## src/rtl/gpu_pkg.sv

```systemverilog
// Register map shared by the GPU command front end, the GPU core and firmware headers.
package gpu_pkg;

    typedef enum logic [1:0] {
        RegCmd    = 2'd0,
        RegStatus = 2'd1,
        RegCtrl   = 2'd2,
        RegRsvd   = 2'd3
    } reg_off_e;

    localparam logic [3:0] REG_CMD_OFS    = 4'h0;
    localparam logic [3:0] REG_STATUS_OFS = 4'h4;
    localparam logic [3:0] REG_CTRL_OFS   = 4'h8;

    localparam int unsigned STAT_EMPTY_BIT = 16;
    localparam int unsigned STAT_FULL_BIT  = 17;
    localparam int unsigned STAT_OVF_BIT   = 18;
    localparam int unsigned STAT_BUSY_BIT  = 19;

    localparam int unsigned CTRL_FLUSH_BIT   = 0;
    localparam int unsigned CTRL_CLR_OVF_BIT = 1;

    localparam logic [3:0] SEL_ALL = 4'hF;

    function automatic logic [31:0] pack_status(input logic [15:0] level, input logic empty,
                                                input logic full, input logic ovf,
                                                input logic busy);
        logic [31:0] s;
        s                 = {16'h0000, level};
        s[STAT_EMPTY_BIT] = empty;
        s[STAT_FULL_BIT]  = full;
        s[STAT_OVF_BIT]   = ovf;
        s[STAT_BUSY_BIT]  = busy;
        return s;
    endfunction

endpackage

```

## src/rtl/gpu_cmd_sync_fifo.sv

```systemverilog
// DEPTH x WIDTH synchronous FIFO with flush, level/full/empty and a registered head word.
module gpu_cmd_sync_fifo #(
    parameter int unsigned DEPTH = 16,
    parameter int unsigned WIDTH = 32,
    localparam int unsigned AW   = $clog2(DEPTH),
    localparam int unsigned LW   = AW + 1
) (
    input  logic             i_clk,
    input  logic             i_rst,
    input  logic             i_push,
    input  logic             i_pop,
    input  logic             i_flush,
    input  logic [WIDTH-1:0] i_wdata,
    output logic             o_valid,
    output logic [WIDTH-1:0] o_head,
    output logic [LW-1:0]    o_level,
    output logic             o_full,
    output logic             o_empty
);

    logic [WIDTH-1:0] r_mem [DEPTH];
    logic [AW-1:0]    r_rd_ptr;
    logic [AW-1:0]    r_wr_ptr;
    logic [LW-1:0]    r_level;
    logic             r_valid;
    logic [WIDTH-1:0] r_head;

    logic             w_do_push;
    logic             w_do_pop;
    logic [AW-1:0]    w_rd_ptr_d;
    logic [AW-1:0]    w_wr_ptr_d;
    logic [LW-1:0]    w_level_d;
    logic             w_valid_d;
    logic [WIDTH-1:0] w_head_d;

    assign o_full  = (r_level == LW'(DEPTH));
    assign o_empty = (r_level == '0);
    assign o_valid = r_valid;
    assign o_head  = r_head;
    assign o_level = r_level;

    always_comb begin
        w_do_pop   = i_pop && !o_empty && !i_flush;
        w_do_push  = i_push && (!o_full || w_do_pop) && !i_flush;
        w_rd_ptr_d = r_rd_ptr;
        w_wr_ptr_d = r_wr_ptr;
        w_level_d  = r_level;
        w_head_d   = r_head;
        if (i_flush) begin
            w_rd_ptr_d = '0;
            w_wr_ptr_d = '0;
            w_level_d  = '0;
        end else begin
            if (w_do_pop) begin
                w_rd_ptr_d = r_rd_ptr + 1'b1;
            end
            if (w_do_push) begin
                w_wr_ptr_d = r_wr_ptr + 1'b1;
            end
            case ({w_do_push, w_do_pop})
                2'b10:   w_level_d = r_level + 1'b1;
                2'b01:   w_level_d = r_level - 1'b1;
                default: w_level_d = r_level;
            endcase
            // New head comes from storage if entries remain, else straight from the push.
            if (w_do_pop && (r_level > LW'(1))) begin
                w_head_d = r_mem[w_rd_ptr_d];
            end else if (w_do_push && (o_empty || w_do_pop)) begin
                w_head_d = i_wdata;
            end
        end
        w_valid_d = (w_level_d != '0);
    end

    always_ff @(posedge i_clk) begin
        if (i_rst) begin
            r_rd_ptr <= '0;
            r_wr_ptr <= '0;
            r_level  <= '0;
            r_valid  <= 1'b0;
            r_head   <= '0;
        end else begin
            r_rd_ptr <= w_rd_ptr_d;
            r_wr_ptr <= w_wr_ptr_d;
            r_level  <= w_level_d;
            r_valid  <= w_valid_d;
            r_head   <= w_head_d;
        end
    end

    always_ff @(posedge i_clk) begin
        if (w_do_push) begin
            r_mem[r_wr_ptr] <= i_wdata;
        end
    end

endmodule

```

## src/rtl/gpu_cmd_frontend.sv

```systemverilog
// Wishbone slave that queues 32-bit command words for the GPU core and reports FIFO status.
module gpu_cmd_frontend
    import gpu_pkg::*;
#(
    parameter logic [31:0] ADDR_BASE = 32'h3000_0000,
    parameter int unsigned DEPTH     = 16,
    localparam int unsigned LW       = $clog2(DEPTH) + 1
) (
    input  logic        wb_clk_i,
    input  logic        wb_rst_i,
    input  logic        wbs_stb_i,
    input  logic        wbs_cyc_i,
    input  logic        wbs_we_i,
    input  logic [3:0]  wbs_sel_i,
    input  logic [31:0] wbs_adr_i,
    input  logic [31:0] wbs_dat_i,
    output logic        wbs_ack_o,
    output logic [31:0] wbs_dat_o,
    output logic        cmd_valid_o,
    output logic [31:0] cmd_data_o,
    input  logic        cmd_ready_i,
    input  logic        gpu_busy_i
);

    logic        r_ack;
    logic [31:0] r_dat;
    logic        r_we;
    reg_off_e    r_off;
    logic        r_sel_all;
    logic [31:0] r_wdat;
    logic        r_ovf;

    logic          w_hit;
    logic          w_req;
    reg_off_e      w_off;
    logic [31:0]   w_rd_data;
    logic          w_wr_act;
    logic          w_push_req;
    logic          w_flush;
    logic          w_clr_ovf;
    logic          w_pop;
    logic          w_drop;
    logic          w_ovf_d;
    logic          w_fifo_valid;
    logic [31:0]   w_fifo_head;
    logic [LW-1:0] w_level;
    logic          w_full;
    logic          w_empty;
    logic          w_unused_adr;

    assign w_unused_adr = ^wbs_adr_i[1:0];
    assign w_hit        = (wbs_adr_i[31:4] == ADDR_BASE[31:4]);
    assign w_req        = wbs_stb_i && wbs_cyc_i && w_hit && !r_ack;
    assign w_off        = reg_off_e'(wbs_adr_i[3:2]);

    always_comb begin
        w_rd_data = '0;
        if (w_off == RegStatus) begin
            w_rd_data = pack_status(16'(w_level), w_empty, w_full, r_ovf, gpu_busy_i);
        end
    end

    // Write side effects are applied in the ack cycle from the captured request.
    assign w_wr_act   = r_ack && r_we;
    assign w_push_req = w_wr_act && (r_off == RegCmd) && r_sel_all;
    assign w_flush    = w_wr_act && (r_off == RegCtrl) && r_wdat[CTRL_FLUSH_BIT];
    assign w_clr_ovf  = w_wr_act && (r_off == RegCtrl) && r_wdat[CTRL_CLR_OVF_BIT];
    assign w_pop      = w_fifo_valid && cmd_ready_i;
    assign w_drop     = w_push_req && w_full && !w_pop;

    always_comb begin
        w_ovf_d = r_ovf;
        if (w_drop) begin
            w_ovf_d = 1'b1;
        end else if (w_clr_ovf) begin
            w_ovf_d = 1'b0;
        end
    end

    always_ff @(posedge wb_clk_i) begin
        if (wb_rst_i) begin
            r_ack     <= 1'b0;
            r_dat     <= '0;
            r_we      <= 1'b0;
            r_off     <= RegCmd;
            r_sel_all <= 1'b0;
            r_wdat    <= '0;
            r_ovf     <= 1'b0;
        end else begin
            r_ack <= w_req;
            r_dat <= (w_req && !wbs_we_i) ? w_rd_data : '0;
            if (w_req) begin
                r_we      <= wbs_we_i;
                r_off     <= w_off;
                r_sel_all <= (wbs_sel_i == SEL_ALL);
                r_wdat    <= wbs_dat_i;
            end
            r_ovf <= w_ovf_d;
        end
    end

    gpu_cmd_sync_fifo #(
        .DEPTH (DEPTH),
        .WIDTH (32)
    ) u_fifo (
        .i_clk   (wb_clk_i),
        .i_rst   (wb_rst_i),
        .i_push  (w_push_req),
        .i_pop   (w_pop && !w_flush),
        .i_flush (w_flush),
        .i_wdata (r_wdat),
        .o_valid (w_fifo_valid),
        .o_head  (w_fifo_head),
        .o_level (w_level),
        .o_full  (w_full),
        .o_empty (w_empty)
    );

    assign wbs_ack_o   = r_ack;
    assign wbs_dat_o   = r_dat;
    assign cmd_valid_o = w_fifo_valid;
    assign cmd_data_o  = w_fifo_head;

endmodule

```

## config.mk

```make
export PLATFORM = sky130hd
export DESIGN_NAME = gpu_cmd_frontend
export DESIGN_NICKNAME = d
export VERILOG_FILES = /design/src/rtl/gpu_pkg.sv /design/src/rtl/gpu_cmd_sync_fifo.sv /design/src/rtl/gpu_cmd_frontend.sv
export SDC_FILE = /design/constraint.sdc
export NUM_CORES = 1
export LEC_CHECK = 0
export CORE_MARGIN = 2
export CORE_UTILIZATION = 35
export CTS_CLUSTER_SIZE = 10
export DETAILED_ROUTE_END_ITERATION = 8
export SLEW_MARGIN = 20
export SYNTH_ARGS = -nofsm -noshare
export SYNTH_HDL_FRONTEND = slang
export SYNTH_SLANG_ARGS = --single-unit
```

## constraint.sdc

```tcl
create_clock -name wb_clk_i -period 4.6 [get_ports wb_clk_i]
set_input_delay 0.92 -clock wb_clk_i [delete_from_list [all_inputs] [get_ports wb_clk_i]]
set_output_delay 0.92 -clock wb_clk_i [all_outputs]
set_load 0.02 [all_outputs]
```

==> impl_results.rst, run 1 <==
.. list-table::
   :header-rows: 1

   * - Metric
     - Value
   * - GRT Total Usage
     - about 18%
   * - Placeable core area
     - 80200 um^2
   * - Register-to-register setup slack
     - roughly 0.77 ns
   * - Vias in the first global route
     - around 18000
   * - Finished Cell Area
     - around 33000 um^2
   * - Detailed-route via count
     - 16500
   * - Port buffer count
     - 115
   * - Post-synthesis cell count
     - 1649
   * - Post-route clock period utilization
     - 83.2%
   * - Total area of multi-input combinational cells
     - about 10000 um^2
   * - Worst-case clock buffer depth
     - 3
   * - Routed WL
     - roughly 73000 um
   * - Share of Yosys cell area claimed by the top area cell type
     - a little over half
   * - Type of element launching the critical path
     - flip-flop
   * - Antenna violations before repair
     - 0
   * - Nets
     - 1848
   * - Unrepaired setup endpoints after global routing
     - false
   * - Gpl congestion
     - 0.785
   * - Seq. cell area
     - 17200 um^2
   * - Post-synth EDFFs
     - roughly 510
   * - Clock Skew
     - about 0.021 ns
   * - Critical Path Sink Type
     - flip-flop
   * - Max-slew headroom at the worst pin
     - 33.9%
   * - Worst Setup Path Type
     - flip-flop to flip-flop
   * - Post-CTS Setup Repair Bufs
     - 0
   * - Filler Cells Inserted
     - 7215
   * - Peak supply drop
     - 0.214 mV
   * - Most area-consuming cells after synthesis
     - edfxtp_1, mux4_2, dfxtp_1
   * - Sequential cell area fraction in the yosys report
     - about three fifths
   * - Detailed-placement wirelength estimate
     - 40800 um
   * - Clock slew at the register clock pins of the worst setup and hold paths
     - ~0.05 ns
   * - Number of warnings reported in the yosys synthesis log
     - 0
   * - Total congestion overflow
     - 0
   * - Type of the most critical hold path
     - flip-flop to flip-flop
   * - Routed length per instance
     - 25.4 um
   * - H-tree levels
     - 3
   * - Buffer cell driving the clock tree root
     - clkbuf_16
   * - Final setup fails
     - 0
   * - Unique cell type count in the Yosys netlist
     - 57
   * - Share of final-layout standard cells stronger than drive strength 1
     - 23.7%
   * - Routed wl met3
     - approximately 4100 um
   * - Remaining antenna violation count after routing
     - 0
   * - Global-route wire length before repair
     - 110000 um
   * - Number of DRC markers after the initial detailed-route iteration
     - 1472
   * - Setup tns final
     - 0 ns
   * - Register bit total from synthesis
     - 605
   * - Number of inserted diodes
     - 0
   * - Post-Syn Area per Cell
     - between 15 and 20 um^2
   * - Latest clock arrival within the worst-skew pair
     - 0.62 ns
   * - Cell Pwr Density
     - ~340 nW/um^2
   * - Sink Count
     - 605
   * - Async set-reset flop share out of synthesis
     - 0%
   * - Met2 routed wirelength
     - approximately 38000 um
   * - Most frequent cell after synthesis
     - edfxtp_1
   * - Maximum number of pins on one net before global-route repair
     - 135
   * - Final Hold Viols
     - 0
   * - Total of hold buffers inserted after clock tree synthesis
     - 0
   * - Residual DRC
     - 0
   * - Area of the die
     - 83000 um^2
   * - Clock period minus worst slack
     - around 3.8 ns
   * - Number of rows in the core area
     - between 100 and 150
   * - Leak
     - between 0.009 and 0.01 uW
   * - Starting density of the core
     - 35.2%
   * - Overall die height
     - slightly below 300 um
   * - Measured slew at the worst slew-check pin
     - roughly 0.99 ns
   * - Combined area of all synthesized cells
     - approximately 28000 um^2
   * - X dimension of the die
     - 288 um
   * - CTS tree
     - yes
   * - Peak Freq
     - 261 MHz
   * - Area growth from synthesis to layout
     - 16.9%
   * - Commonest cells in the netlist
     - edfxtp_1, mux4_2, mux2i_1, a21oi_1, nor2_1
   * - Outcome
     - finished, final reports clean
   * - Highest routed metal layer
     - met4
   * - Max-slew violation total from the final report
     - 0
   * - Max Fanout on Critical Path
     - 17
   * - Area after detailed placement
     - 30800 um^2
   * - Number of detailed-routing iterations run before antenna repair
     - 5
   * - Maximum capacitance violations
     - 0
   * - Yosys top cell by area
     - edfxtp_1
   * - Primary FF master, synth
     - edfxtp_1
   * - Io pins
     - 141
   * - Vias/cell
     - 5.73
   * - Number of buffers created by CTS
     - 72
   * - Worst EP arrival
     - 4.33 ns
   * - Req. time, crit path
     - 5.10 ns
   * - Resize count post-CTS
     - 0
   * - M1 WL
     - 29800 um
-- path summary, 6_finish.rpt --
check | startpoint | end | cells past startpoint
hold / removal | r_ovf$_SDFFE_PP0P_ | wbs_dat_o[18]$_SDFF_PP0_ | 1
setup / recovery | u_fifo.o_level[0]$_SDFF_PP0_ | u_fifo.o_valid$_SDFF_PP0_ | 12
setup reg to reg | u_fifo.o_level[0]$_SDFF_PP0_ | u_fifo.o_valid$_SDFF_PP0_ | 12
hold reg to reg | r_ovf$_SDFFE_PP0P_ | wbs_dat_o[18]$_SDFF_PP0_ | 1
-- layer usage --
metal	vias up	global-route usage (%)
li1	7021	-
met5	-	0
met2	539	30.9
met3	123	2.90
met1	8821	22.3
met4	0	6.17
-- logic make-up after synthesis --
kind of cell,after synthesis,share of synthesized area [%]
AO/OA/AOI/OAI,225,5.34
flip-flops,605,61.1
AND/OR/NAND/NOR,218,3.51
multiplexers,423,26.4
XOR/XNOR,6,0.186
other,1,0.0133
buffers and inverters,160,2.98
adder cells (fa/ha/maj),11,0.487
-- cell usage in the layout (no fill, tap or decap), types with 3 or more instances in the layout --
cell             Yosys  layout
clkbuf_16            0      76
nor3_4               0       4
nor3b_1              3       3
o22ai_1             33      33
dfxtp_1             93      91
nor2_4               0      14
a211oi_1             3       3
buf_4               29      40
conb_1               1      23
mux4_2             256     256
edfxtp_1           512     512
nor2b_1              7       7
clkbuf_1            57      48
clkdlybuf4s50_1      0     114
nor3_1              16      12
nor4_1               4       4
mux2i_1            164     164
nand3_1              4       4
nand2b_1             6       6
a21oi_1            105     105
inv_1                8       8
nor2_1             105      91
nand2_1             50      49
a221oi_1            64      64
and2_1               8       8
buf_12               0      14
nand4_1              3       3
xnor2_1              4       4
ha_1                11      10
clkbuf_8             0       4
-- area by class of cell --
type	count	share of cell area, %
inverter	9	0.117
clock buffer	128	6.47
tap	1060	4.02
clock inverter	5	0.273
multi-input combinational	906	31.7
sequential	605	52.2
timing repair buffer	168	5.21
-- through the flow --
| stage | util [%] | instances | hold slack, ns | setup slack, ns | total power (uW) |
|---|---|---|---|---|---|
| detailed placement | 38.4 | 2748 | 0.472 | 0.476 | 6080 |
| finish | 41.2 | 2881 | 0.478 | 0.774 | 11400 |
| global route | 41.2 | 2881 | 0.501 | 0.606 | 11700 |
| CTS | 41.2 | 2881 | 0.485 | 0.876 | 11500 |
| global placement | 38.4 | 2748 | 0.458 | 0.537 | 6070 |
| floorplan | - | 1671 | 0.430 | 0.559 | 6020 |
-- where the power goes --
group          total (uW)  switching [uW]  leakage, uW  internal [uW]
clock                5400            2150      0.00107           3240
combinational         102            45.9      0.00371           56.0
sequential           5860      0.00000216      0.00428           5860
total               11400            2200      0.00905           9160
-- worst max-delay path, cell delays in order (launching register included) --
cell,delay (ns)
dfxtp_1,0.51
inv_1,0.16
ha_1,0.31
nor4b_2,0.21
a211oi_4,0.29
inv_6,0.17
a41oi_4,0.49
inv_1,0.09
ha_1,0.48
nand2b_1,0.25
o311ai_0,0.46
a21oi_1,0.09
a31oi_1,0.22
-- flip-flops by register name, summed over array words and instances, names as in the netlist --
register	cells
u_fifo.o_head	32
wbs_ack_o	1
u_fifo.o_valid	1
r_we	1
u_fifo.o_level	5
u_fifo.r_mem	512
u_fifo.r_wr_ptr	4
r_ovf	1
wbs_dat_o	9
r_off	2
r_wdat	32
r_sel_all	1
u_fifo.r_rd_ptr	4
Power figures use the tool's default switching activity.
==> run 2, diff against run 1 <==
Clock period 4.6 ns to 3.7 ns, I/O delays scaled along.
==> impl_results.rst, run 2 (synthesis results as in run 1) <==
.. list-table::
   :header-rows: 1

   * - Metric
     - Value
   * - Type of element launching the critical path
     - flip-flop
   * - Peak supply drop
     - 0.273 mV (+28%)
   * - Measured slew at the worst slew-check pin
     - 0.945 ns (-0.0460 ns)
   * - Vias/cell
     - 5.71 (-0.24%)
   * - Port buffer count
     - 115 (unchanged)
   * - Max-slew headroom at the worst pin
     - 37.0% (+3.1 points)
   * - Flip-flop count of the largest register, all copies and words added
     - 512 (unchanged)
   * - FF-to-FF path depth
     - 11 (-1)
   * - End-of-flow core utilization
     - 41.5% (+0.27 points)
   * - Cell Pwr Density
     - 419 nW/um^2 (+22%)
   * - Total congestion overflow
     - 0 (unchanged)
   * - Final Hold Viols
     - 0 (unchanged)
   * - Area of the die
     - 83000 um^2 (unchanged)
   * - Max Fanout on Critical Path
     - 34 (+17)
   * - Number of rows in the core area
     - 104 (unchanged)
   * - Req. time, crit path
     - 4.14 ns (-0.96 ns)
   * - CTS tree
     - yes
   * - Routed length per instance
     - 25.5 um (+0.18%)
   * - Register with the most flip-flops
     - u_fifo.r_mem
   * - Most frequent cells in the layout
     - edfxtp_1, mux4_2, mux2i_1, clkdlybuf4s50_1, a21oi_1
   * - Number of instances in the placed design
     - 2766 (+0.66%)
   * - Type of the most critical hold path
     - flip-flop to flip-flop
   * - Starting density of the core
     - 35.2% (unchanged)
   * - Global-route wire length before repair
     - 110000 um (+0.43%)
   * - Resize count post-CTS
     - 0 (unchanged)
   * - Antenna violations before repair
     - 0 (unchanged)
   * - Latest clock arrival within the worst-skew pair
     - 0.61 ns (about the same)
   * - Remaining antenna violation count after routing
     - 0 (unchanged)
   * - Finished Cell Area
     - 33200 um^2 (+0.66%)
   * - Leak
     - 0.00914 uW (+1.1%)
   * - Reg-to-reg startpoint
     - u_fifo.o_level[0]$_SDFF_PP0_
   * - Worst-case clock buffer depth
     - 3 (unchanged)
   * - Peak Freq
     - 298 MHz (+14%)
   * - Buffer cell driving the clock tree root
     - clkbuf_16
   * - Nets
     - 1866 (+0.97%)
   * - Worst EP arrival
     - 3.80 ns (-0.53 ns)
   * - X dimension of the die
     - 288 um (unchanged)
   * - Dpl ws
     - 0.103 ns (-0.373 ns)
   * - Number of buffers created by CTS
     - 72 (unchanged)
   * - Post-CTS Setup Repair Bufs
     - 0 (unchanged)
   * - Number of inserted diodes
     - 0 (unchanged)
   * - Final setup fails
     - 0 (unchanged)
   * - Register-to-register setup slack
     - 0.34 ns (-0.43 ns)
   * - Worst Setup Path Type
     - flip-flop to flip-flop
   * - Placeable core area
     - 80200 um^2 (unchanged)
   * - Number of DRC markers after the initial detailed-route iteration
     - 1283 (-13%)
   * - Maximum number of pins on one net before global-route repair
     - 136 (+0.74%)
   * - Slowest library cell on the worst path
     - buf_4
   * - Routed WL
     - 73800 um (+0.73%)
   * - Residual DRC
     - 0 (unchanged)
   * - Hold path start
     - r_ovf$_SDFFE_PP0P_
   * - Detailed-route via count
     - 16600 (+0.32%)
   * - Gpl congestion
     - 0.769 (-2.0%)
   * - Clock Skew
     - 0.0186 ns (-0.00200 ns)
   * - Clock slew at the register clock pins of the worst setup and hold paths
     - 0.06 ns (about the same)
   * - Outcome
     - finished, final reports clean
   * - Unrepaired setup endpoints after global routing
     - false
   * - Area after detailed placement
     - 31100 um^2 (+0.97%)
   * - Total of hold buffers inserted after clock tree synthesis
     - 0 (unchanged)
   * - Ordered list of cells on the worst path
     - inv_1, ha_1, nor4b_2, a211oi_4, inv_6, buf_4, buf_4, mux2i_1, o22ai_1, a221oi_1, a221oi_1
   * - Worst reg2reg path endpoint
     - u_fifo.o_head[18]$_SDFFE_PP0P_
   * - Final worst slack
     - 0.340 ns (-0.435 ns)
   * - Crit. Startpoint
     - u_fifo.o_level[0]$_SDFF_PP0_
   * - Most common library cell in the layout ignoring fill and taps
     - edfxtp_1
   * - Clock period minus worst slack
     - 3.36 ns (-0.465 ns)
   * - GRT Total Usage
     - 17.9% (+0.22 points)
   * - Number of detailed-routing iterations run before antenna repair
     - 5 (unchanged)
   * - Io pins
     - 141 (unchanged)
   * - Maximum capacitance violations
     - 0 (unchanged)
   * - Overall die height
     - 288 um (unchanged)
   * - Detailed-placement wirelength estimate
     - 40400 um (-1.0%)
   * - Vias in the first global route
     - 17300 (-1.7%)
   * - Critical Path Sink Type
     - flip-flop
   * - Final instance count without filler cells
     - 2897 (+0.56%)
   * - H-tree levels
     - 3 (unchanged)
   * - Sink Count
     - 605 (unchanged)
   * - Post-route clock period utilization
     - 90.8% (+7.7 points)
   * - Share of final-layout standard cells stronger than drive strength 1
     - 24.4% (+0.66 points)
   * - Delay of the slowest cell on the worst path
     - 0.64 ns (+0.13 ns)
   * - Worst setup endpoint
     - u_fifo.o_head[18]$_SDFFE_PP0P_
   * - Max-slew violation total from the final report
     - 0 (unchanged)
   * - Area growth from synthesis to layout
     - 17.7%
## run 2: cell types whose count changed in the layout (fill, tap and decap cells not counted), sizes merged
| cell | delta |
|---|---|
| inv | +2 |
| clkinv | +2 |
| buf | +18 |
| bufinv | -2 |
| clkbuf | -4 |
## run 2: area by class of cell
type | count | area [um^2]
Multi-Input combinational cell | 906 | 10500
Inverter | 9 | 38.8
Sequential cell | 605 | 17200
Clock buffer | 124 | 2060
Tap cell | 1060 | 1330
Fill cell | 7163 | 46900
Clock inverter | 7 | 88.8
Timing Repair Buffer | 186 | 2020
## run 2: metrics by stage
stage	total power, uW	setup TNS [ns]	hold WS (ns)
2_1_floorplan	7480	-143.02	0.430
3_3_place_gp	7560	0	0.449
3_5_place_dp	7560	0	0.454
4_1_cts	14100	0	0.458
5_1_grt	14300	0	0.485
6_report	13900	0	0.455
## run 2: how the worst min path moves through the flow
stage          slack, ns  depth (start not counted)                       end
2_1_floorplan       0.43                          1  wbs_dat_o[18]$_SDFF_PP0_
3_3_place_gp        0.45                          1  wbs_dat_o[18]$_SDFF_PP0_
3_5_place_dp        0.45                          1  wbs_dat_o[18]$_SDFF_PP0_
4_1_cts             0.46                          1  wbs_dat_o[18]$_SDFF_PP0_
5_1_grt             0.48                          1  wbs_dat_o[18]$_SDFF_PP0_
6_report            0.46                          1  wbs_dat_o[18]$_SDFF_PP0_
## run 2: layer usage
| layer | part of all wire [%] | vias to the layer above | global-route usage, % |
|---|---|---|---|
| met5 | 0 | - | 0 |
| met4 | 3.4 | 0 | 6.87 |
| met3 | 5.7 | 147 | 2.91 |
| met2 | 50 | 580 | 30.3 |
| met1 | 41 | 8763 | 23.3 |
| li1 | - | 7066 | - |
## run 2: worst max-delay path: cells and delay by family (launching register included)
| family | cells | cell delay [ns] |
|---|---|---|
| compound gates | 4 | 0.58 |
| fa+ha+maj | 1 | 0.29 |
| buf+inv | 4 | 1.33 |
| flops | 1 | 0.31 |
| mux | 1 | 0.26 |
| simple gates | 1 | 0.38 |
## run 2: power by group
part,switching (uW),leakage (uW),internal (uW)
clock,2720,0.00102,3790
sequential,0.00000258,0.00428,7290
combinational,62.0,0.00385,69.8
